[config.mk]
export PLATFORM = sky130hd
export DESIGN_NAME = display_mux
export DESIGN_NICKNAME = d
export VERILOG_FILES = /design/src/rtl/stopwatch_pkg.sv /design/src/rtl/display_mux_bcd_to_seg7.sv /design/src/rtl/display_mux.sv
export SDC_FILE = /design/constraint.sdc
export NUM_CORES = 1
export LEC_CHECK = 0
export BUFFER_PORTS_ARGS = -buffer_cell sky130_fd_sc_hd__buf_2
export CAP_MARGIN = 20
export CORE_MARGIN = 2
export CORE_UTILIZATION = 37
export CTS_BUF_LIST = sky130_fd_sc_hd__clkbuf_16
export DETAILED_ROUTE_END_ITERATION = 7
export SETUP_SLACK_MARGIN = 0.5
export SYNTH_ARGS = -nofsm -noshare
export SYNTH_HDL_FRONTEND = slang
export SYNTH_SLANG_ARGS = --single-unit
[constraint.sdc]
create_clock -name clk -period 2 [get_ports clk]
set_input_delay 0.3 -clock clk [delete_from_list [all_inputs] [get_ports clk]]
set_output_delay 0.3 -clock clk [all_outputs]
set_load 0.03 [all_outputs]
[src/rtl/stopwatch_pkg.sv]
// Shared constants for the stopwatch display path: segment codes, BCD table, anode helpers.
// Latency: n/a (constants and pure functions only).
// Backpressure: n/a.
package stopwatch_pkg;

  // Active-low segment patterns, bit 0 = a ... bit 6 = g
  localparam logic [6:0] SEG_OFF  = 7'h7F;
  localparam logic [6:0] SEG_DASH = 7'h3F;

  // Active-low anode pattern with every digit dark
  localparam logic [3:0] AN_OFF = 4'hF;

  // BCD 0..9 to active-low segments; element 0 is the rightmost entry
  localparam logic [9:0][6:0] SEG_TABLE = {
    7'h10, 7'h00, 7'h78, 7'h02, 7'h12,
    7'h19, 7'h30, 7'h24, 7'h79, 7'h40
  };

  // Active-low one-hot anode enable for the given digit position
  function automatic logic [3:0] an_sel(input logic [1:0] idx);
    return ~(4'b0001 << idx);
  endfunction

endpackage

[src/rtl/display_mux_bcd_to_seg7.sv]
// BCD to active-low 7-segment decoder; codes 10..15 render as a dash.
// Latency: purely combinational.
// Backpressure: none.
module bcd_to_seg7
  import stopwatch_pkg::*;
(
  input  logic [3:0] i_bcd,
  output logic [6:0] o_seg
);

  // Table lookup for valid BCD, dash for anything else
  always_comb begin
    o_seg = SEG_DASH;
    if (i_bcd <= 4'd9) begin
      o_seg = SEG_TABLE[i_bcd];
    end
  end

endmodule

[src/rtl/display_mux.sv]
// Scans four BCD digits onto shared seg/an lines with blink, leading-zero blank, frame snapshot.
// Latency: input change shows from the first cycle of the frame after the sampling frame_tick.
// Backpressure: none; free-running scan, inputs are sampled once per frame.
module display_mux
  import stopwatch_pkg::*;
#(
  parameter int DIGIT_CYCLES = 2500,
  parameter int BLINK_FRAMES = 64
)
(
  input  logic        clk,
  input  logic        rst_n,
  input  logic [15:0] digits,
  input  logic [3:0]  blink_mask,
  input  logic        blank_lz,
  output logic [6:0]  seg,
  output logic [3:0]  an,
  output logic        frame_tick
);

  localparam int CW = $clog2(DIGIT_CYCLES);
  // A single-frame blink period still needs a 1-bit counter to exist
  localparam int FW = (BLINK_FRAMES > 1) ? $clog2(BLINK_FRAMES) : 1;
  localparam logic [CW-1:0] CNT_MAX = CW'(DIGIT_CYCLES - 1);
  localparam logic [FW-1:0] FR_MAX  = FW'(BLINK_FRAMES - 1);

  logic          r_active;
  logic [CW-1:0] r_cnt;
  logic [1:0]    r_idx;
  logic [FW-1:0] r_fcnt;
  logic          r_phase;
  logic [15:0]   r_snap_digits;
  logic [3:0]    r_snap_mask;
  logic          r_snap_lz;

  logic          w_cnt_wrap;
  logic          w_frame_end;
  logic [3:0]    w_digit;
  logic [6:0]    w_seg_dec;
  logic          w_blank;

  assign w_cnt_wrap  = (r_cnt == CNT_MAX);
  assign w_frame_end = r_active & w_cnt_wrap & (r_idx == 2'd3);
  assign frame_tick  = w_frame_end;

  // Scan counters: dwell counter per digit and digit index, idle until first release edge
  always_ff @(posedge clk) begin
    if (!rst_n) begin
      r_active <= 1'b0;
      r_cnt    <= '0;
      r_idx    <= '0;
    end else begin
      r_active <= 1'b1;
      if (r_active) begin
        if (w_cnt_wrap) begin
          r_cnt <= '0;
          r_idx <= r_idx + 2'd1;
        end else begin
          r_cnt <= r_cnt + 1'b1;
        end
      end
    end
  end

  // Frame snapshot and blink phase; snapshot tracks inputs during reset so frame 1 is valid
  always_ff @(posedge clk) begin
    if (!rst_n) begin
      r_fcnt        <= '0;
      r_phase       <= 1'b0;
      r_snap_digits <= digits;
      r_snap_mask   <= blink_mask;
      r_snap_lz     <= blank_lz;
    end else if (w_frame_end) begin
      r_snap_digits <= digits;
      r_snap_mask   <= blink_mask;
      r_snap_lz     <= blank_lz;
      if (r_fcnt == FR_MAX) begin
        r_fcnt  <= '0;
        r_phase <= ~r_phase;
      end else begin
        r_fcnt <= r_fcnt + 1'b1;
      end
    end
  end

  assign w_digit = r_snap_digits[{r_idx, 2'b00} +: 4];

  bcd_to_seg7 u_dec (
    .i_bcd (w_digit),
    .o_seg (w_seg_dec)
  );

  // Digit is dark when idle, in the off half of a blink, or a suppressed leading zero
  always_comb begin
    w_blank = 1'b0;
    if (!r_active) begin
      w_blank = 1'b1;
    end else if (r_phase && r_snap_mask[r_idx]) begin
      w_blank = 1'b1;
    end else if ((r_idx == 2'd3) && r_snap_lz && (r_snap_digits[15:12] == 4'd0)) begin
      w_blank = 1'b1;
    end
  end

  // Anode and segments switch together from the same registered state
  always_comb begin
    seg = w_blank ? SEG_OFF : w_seg_dec;
    an  = w_blank ? AN_OFF  : an_sel(r_idx);
  end

endmodule

==> results.json, run 1 <==
{
  "synth_edf_count": 21,
  "htreeDepth": 2,
  "gp_congestion": 0.751,
  "synth_nets": 220,
  "wl_mm": 4.53,
  "cp_data_arrival_time_ns": 2.10,
  "syn2layout_area_growth_pct": 50.4,
  "skew_ns": 0.00309,
  "hold_violations": 0,
  "leakagePower_nw": 1.15,
  "yosysSeqAreaShare_pct": 52.1,
  "drive_gt1_share_pct": 47.5,
  "hold_path_class": "in2reg",
  "worst_slack_ns": -0.403,
  "synthTopCellsByCount": "24 x nor2_1, 22 x dfxtp_1, 21 x edfxtp_1",
  "cts_made_buffers": 5,
  "yosysWarnings": 0,
  "maxSlewViolCount": 0,
  "place_hpwl_mm": 2.94,
  "fin_crit_sh_pct": 120,
  "coreArea_sq_um": 5440,
  "synthArstFlopShare_pct": 0,
  "violations": "setup timing",
  "cts_buffer_depth": 2,
  "overflow": 0,
  "syn_area_sq_um": 2060,
  "grt_max_degree": 16,
  "nFillCells": 440,
  "p_per_area_nw_per_um2": 688,
  "yosysTopAreaCellShare_pct": 30.7,
  "die_area_sq_um": 6170,
  "vias": 1645,
  "cap_violations": 0,
  "critPathLaunchType": "register",
  "final_cell_area_sq_um": 3090,
  "worst_pin_slew_ns": 0.410,
  "clk_latency_ns": 0.28,
  "groute.usage.overall_pct": 16.0,
  "max_freq_ghz": 0.416,
  "viasPerCell": 5.00,
  "row_count": 27,
  "path_clk_slew_ns": 0.06,
  "dieWidth_microns": 78.6,
  "cts_tree": "yes",
  "synth_seq_cells": 43,
  "syn_avg_cell_area_sq_um": 11.1,
  "grt_pass1_vias": 1656,
  "synth.most_common_cell": "nor2_1",
  "die_h_microns": 78.6,
  "postSynthCellCount": 186,
  "drt_iter0_markers": 36,
  "ant_nets": 0,
  "yosysTopAreaCell": "edfxtp_1",
  "post-place-ws_ns": -0.290,
  "nets": 290,
  "io-pin-count": 35,
  "dr.pass1.iters": 4,
  "drc": 0,
  "synth.distinct_cells": 35,
  "rsz0062_at_grt": "yes",
  "ys.flop_type": "dfxtp_1",
  "placedInstanceArea_sq_um": 2560,
  "portBuffers": 34,
  "cts_root_buffer": "clkbuf_16",
  "critPathMaxFanout": 3,
  "start_util_pct": 37.8,
  "wl_per_cell_microns": 13.8,
  "endpoint_kind": "primary output",
  "grt_pass1_wl_mm": 7.60,
  "critical_path_class": "reg2out",
  "hold_slack_ns": 0.188,
  "cts_sinks": 43,
  "synth_area_leaders": "edfxtp_1 31%, dfxtp_1 21%, ha_1 6.7%",
  "required_ns": 1.70,
  "setup_violations": 11,
  "ir_drop_v": 0.000582,
  "antenna_cells": 0,
  "cts_hold_buffers": 0,
  "outcome": "finished, violations left",
  "period_needed_ns": 2.40,
  "grt_antenna_before_repair": 0,
  "relSlewSlack_pct": 72.6
}
==> per-layer routing <==
layer	GRT usage, %	up-vias	wire length [microns]
met2	26.2	35	2220
met4	7.37	0	125
met1	19.4	782	2030
li1	-	817	-
met3	4.37	11	153
met5	0	-	0
==> through the flow <==
step	utilization (%)	power, mW	TNS (ns)	instances
after global placement	47.1	1.17	-1.57	309
after detailed placement	47.1	1.17	-2.76	309
final	56.9	2.13	-3.87	329
after CTS	55.6	2.14	-3.80	326
after floorplan	-	1.09	-1.05	186
after global routing	56.9	2.21	-4.47	329
==> what timing repair did <==
action	CTS	global route
gates resized for setup	53	12
gates cloned	3	1
endpoints found under the setup margin	52	52
pin swaps	14	5
buffers inserted	6	2
==> cell families after synthesis <==
group                    after synthesis  share of synthesized area (%)
AO/OA/AOI/OAI                         24                           7.24
flip-flops                            43                           52.1
adder cells (fa/ha/maj)               11                           6.69
buffers and inverters                 15                           3.22
AND/OR/NAND/NOR                       71                           17.2
XOR/XNOR                              12                           5.11
multiplexers                          10                           8.46
==> path summary, 6_finish.rpt <==
kind                                         from              to  slack [ns]  depth (start not counted)
worst min-delay path                blink_mask[2]  r_snap_mask[2]        0.19                          1
worst max register to register           r_idx[0]         r_phase        0.19                          8
worst min register to register          r_fcnt[4]       r_fcnt[4]        0.48                          2
worst max-delay path            r_snap_digits[13]          seg[0]       -0.40                          8
==> power breakdown <==
part	leakage [nW]	internal (mW)	switching [mW]
Combinational	0.682	0.111	0.116
Sequential	0.386	0.954	0.0193
Clock	0.0844	0.595	0.333
Total	1.15	1.66	0.468
==> layout make-up <==
cell class / instances / area [sq um] / area share [%]
multi-input combinational: 132 / 1190 / 38.6
timing repair buffer: 65 / 509 / 16.5
clock inverter: 3 / 47.5 / 1.54
clock buffer: 5 / 125 / 4.05
inverter: 9 / 42.5 / 1.38
tap: 72 / 90.1 / 2.91
sequential: 43 / 1080 / 35.0
==> critical path, cell delays in order, from the launching register on <==
cell and delay (ns):
edfxtp_1 0.41, mux4_2 0.55, inv_4 0.13, ha_4 0.16, nor2_4 0.04, o21ai_2 0.14, and2_4 0.20, o21ai_4 0.06
buf_6 0.13
==> layout by cell type (no fill, tap or decap), types with 6 or more instances in the layout <==
cell type / netlist / routed
dfxtp_1: 22 / 18
a21oi_1: 9 / 7
ha_1: 11 / 6
mux4_2: 2 / 6
nand4_1: 7 / 7
buf_4: 0 / 25
buf_6: 1 / 17
nor2_1: 24 / 22
edfxtp_1: 21 / 21
nand2_1: 14 / 8
buf_2: 2 / 22
xnor2_1: 9 / 9
==> registers in the layout, summed over array words and instances, names as in the netlist <==
signal and count:
r_fcnt 6, r_idx 2, r_active 1, r_phase 1
r_snap_mask 4, r_cnt 12, r_snap_digits 16, r_snap_lz 1
Note: power is estimated with default switching activity, not from simulation.
==> run 2, diff against run 1 <==
- ABC_AREA: default -> 1
==> run 2 against run 1 <==
Effect of this change:
- the flow still finishes with violations (setup timing)
- worst hold slack hardly changed
- utilization down 3.3 points
- largest power group unchanged
- non-clock buffer count decreased by 7
- critical endpoint is now seg[3]
- routed wire length increased by 6.9%
- synthesized area grew 11%
==> results.json, run 2 <==
{
  "post-place-cells": 392,
  "cp_data_arrival_time_ns": 1.89,
  "max_freq_ghz": 0.457,
  "yosysSeqAreaShare_pct": 46.9,
  "yosysTopAreaCell": "edfxtp_1",
  "critPathLaunchType": "register",
  "postSynthCellCount": 281,
  "synth_seq_cells": 43,
  "worst_pin_slew_ns": 0.603,
  "antenna_cells": 0,
  "fin_crit_sh_pct": 109,
  "ant_nets": 0,
  "drive_gt1_share_pct": 38.6,
  "die_h_microns": 82.5,
  "endpoint_kind": "primary output",
  "die_area_sq_um": 6810,
  "cts_hold_buffers": 0,
  "overflow": 0,
  "grt_pass1_wl_mm": 7.94,
  "gp_congestion": 0.812,
  "required_ns": 1.70,
  "htreeDepth": 2,
  "cts_made_buffers": 5,
  "regMostFlops": "r_snap_digits",
  "rsz0062_at_grt": "yes",
  "syn2layout_area_growth_pct": 39.9,
  "yosysWarnings": 0,
  "largest_register_ff_count": 16,
  "hold_slack_ns": 0.189,
  "wl_met1_mm": 2.35,
  "grt_max_degree": 16,
  "dieWidth_microns": 82.5,
  "start_util_pct": 38.3,
  "fin_cells": 420,
  "skew_ns": 0.00374,
  "io-pin-count": 35,
  "p_per_area_nw_per_um2": 616,
  "fin_tns_setup_ns": -1.16,
  "layout_common_cells": "52 x nand2_1, 35 x inv_1, 33 x nor2_1, 22 x buf_2, 21 x edfxtp_1",
  "cts_buffer_depth": 2,
  "p_total_mw": 1.97,
  "wl_met2_mm": 2.26,
  "row_count": 28,
  "place_hpwl_mm": 3.36,
  "setup_violations": 7,
  "violations": "setup timing",
  "hold_path_class": "in2reg",
  "hold_violations": 0,
  "synthArstFlopShare_pct": 0,
  "syn_area_sq_um": 2280,
  "worst_slack_ns": -0.186,
  "outcome": "finished, violations left",
  "final_common_cell": "nand2_1",
  "routed.top_layer": "met4",
  "synth.distinct_cells": 32,
  "drc": 0,
  "ir_drop_v": 0.000481,
  "synth_edf_count": 21,
  "post-place-ws_ns": -0.0129,
  "syn_avg_cell_area_sq_um": 8.12,
  "groute.usage.overall_pct": 15.5,
  "synth.most_common_cell": "nand2_1",
  "drt_iter0_markers": 48,
  "ys.flop_type": "dfxtp_1",
  "nets": 378,
  "yosysTopAreaCellShare_pct": 27.6,
  "path_clk_slew_ns": 0.06,
  "coreArea_sq_um": 5960,
  "period_needed_ns": 2.19,
  "synth_area_leaders": "edfxtp_1 28%, dfxtp_1 19%, nand2_1 11%",
  "relSlewSlack_pct": 59.8,
  "critPathMaxFanout": 8,
  "clk_latency_ns": 0.28,
  "synth_nets": 315,
  "wl_mm": 4.85,
  "viasPerCell": 4.52,
  "vias": 1900,
  "critical_path_class": "reg2out",
  "dr.pass1.iters": 4,
  "synthTopCellsByCount": "68 x nand2_1, 42 x inv_1, 35 x nor2_1",
  "grt_antenna_before_repair": 0,
  "largest_registers": "r_snap_digits: 16 flops, r_cnt: 12 flops, r_fcnt: 6 flops",
  "wl_per_cell_microns": 11.5,
  "cts_sinks": 43,
  "grt_pass1_vias": 1753,
  "cts_root_buffer": "clkbuf_16",
  "cts_tree": "yes",
  "cap_violations": 0,
  "maxSlewViolCount": 0,
  "portBuffers": 34,
  "leakagePower_nw": 1.41,
  "wl_met3_microns": 183
}
[run 2: cell type report]
cell class	instances	area, sq um
repair buffers	58	444
clock inverters	3	20.0
well taps	75	93.8
inverters	46	186
clock buffers	5	125
fillers	575	2760
flip-flops and latches	43	1090
multi-input cells	190	1240
[run 2: metal layers]
metal | up-vias | global-route usage (%)
met3 | 5 | 3.04
met1 | 836 | 20.9
li1 | 1022 | -
met2 | 37 | 25.2
met5 | - | 0
met4 | 0 | 4.92
[run 2: stage by stage]
stage	cell area, sq um	utilization, %
2_1_floorplan	2340	-
3_3_place_gp	2610	43.9
3_5_place_dp	2610	43.9
4_1_cts	3100	52.1
5_1_grt	3190	53.6
6_report	3190	53.6
[run 2: critical path, cell delays in order, from the launching register on]
cell	delay, ns
dfxtp_4	0.40
inv_8	0.05
a21oi_1	0.11
o21ai_1	0.08
nand2_1	0.13
inv_2	0.09
buf_4	0.15
ha_4	0.26
nand2_2	0.05
nand3_1	0.08
nand2_2	0.06
buf_6	0.14
[run 2: logic make-up after synthesis]
family	count (synthesis)	share of synthesized area, %
XOR/XNOR	2	0.768
flip-flops	43	46.9
adder cells (fa/ha/maj)	11	6.03
AO/OA/AOI/OAI	21	4.93
AND/OR/NAND/NOR	153	31.6
buffers and inverters	51	9.70
[run 2: repair_timing]
action,4_1_cts,5_1_grt
pin swaps,24,10
cloned,3,0
endpoints found under the setup margin,38,45
buffers inserted,11,6
gates resized for setup,63,13
[run 2: final timing paths]
| path | slack, ns | start | endpoint | depth (start not counted) |
|---|---|---|---|---|
| min | 0.19 | digits[2] | r_snap_digits[2] | 1 |
| min reg2reg | 0.51 | r_cnt[8] | r_cnt[8] | 4 |
| max | -0.19 | r_idx[0] | seg[3] | 11 |
| max reg2reg | 0.52 | r_idx[0] | r_snap_digits[5] | 6 |
[run 2: power by group]
| part | leakage (nW) | internal [mW] | switching (mW) | total, mW |
|---|---|---|---|---|
| clock network | 0.0674 | 0.460 | 0.330 | 0.790 |
| registers | 0.387 | 0.954 | 0.0181 | 0.972 |
| logic | 0.950 | 0.0895 | 0.117 | 0.206 |
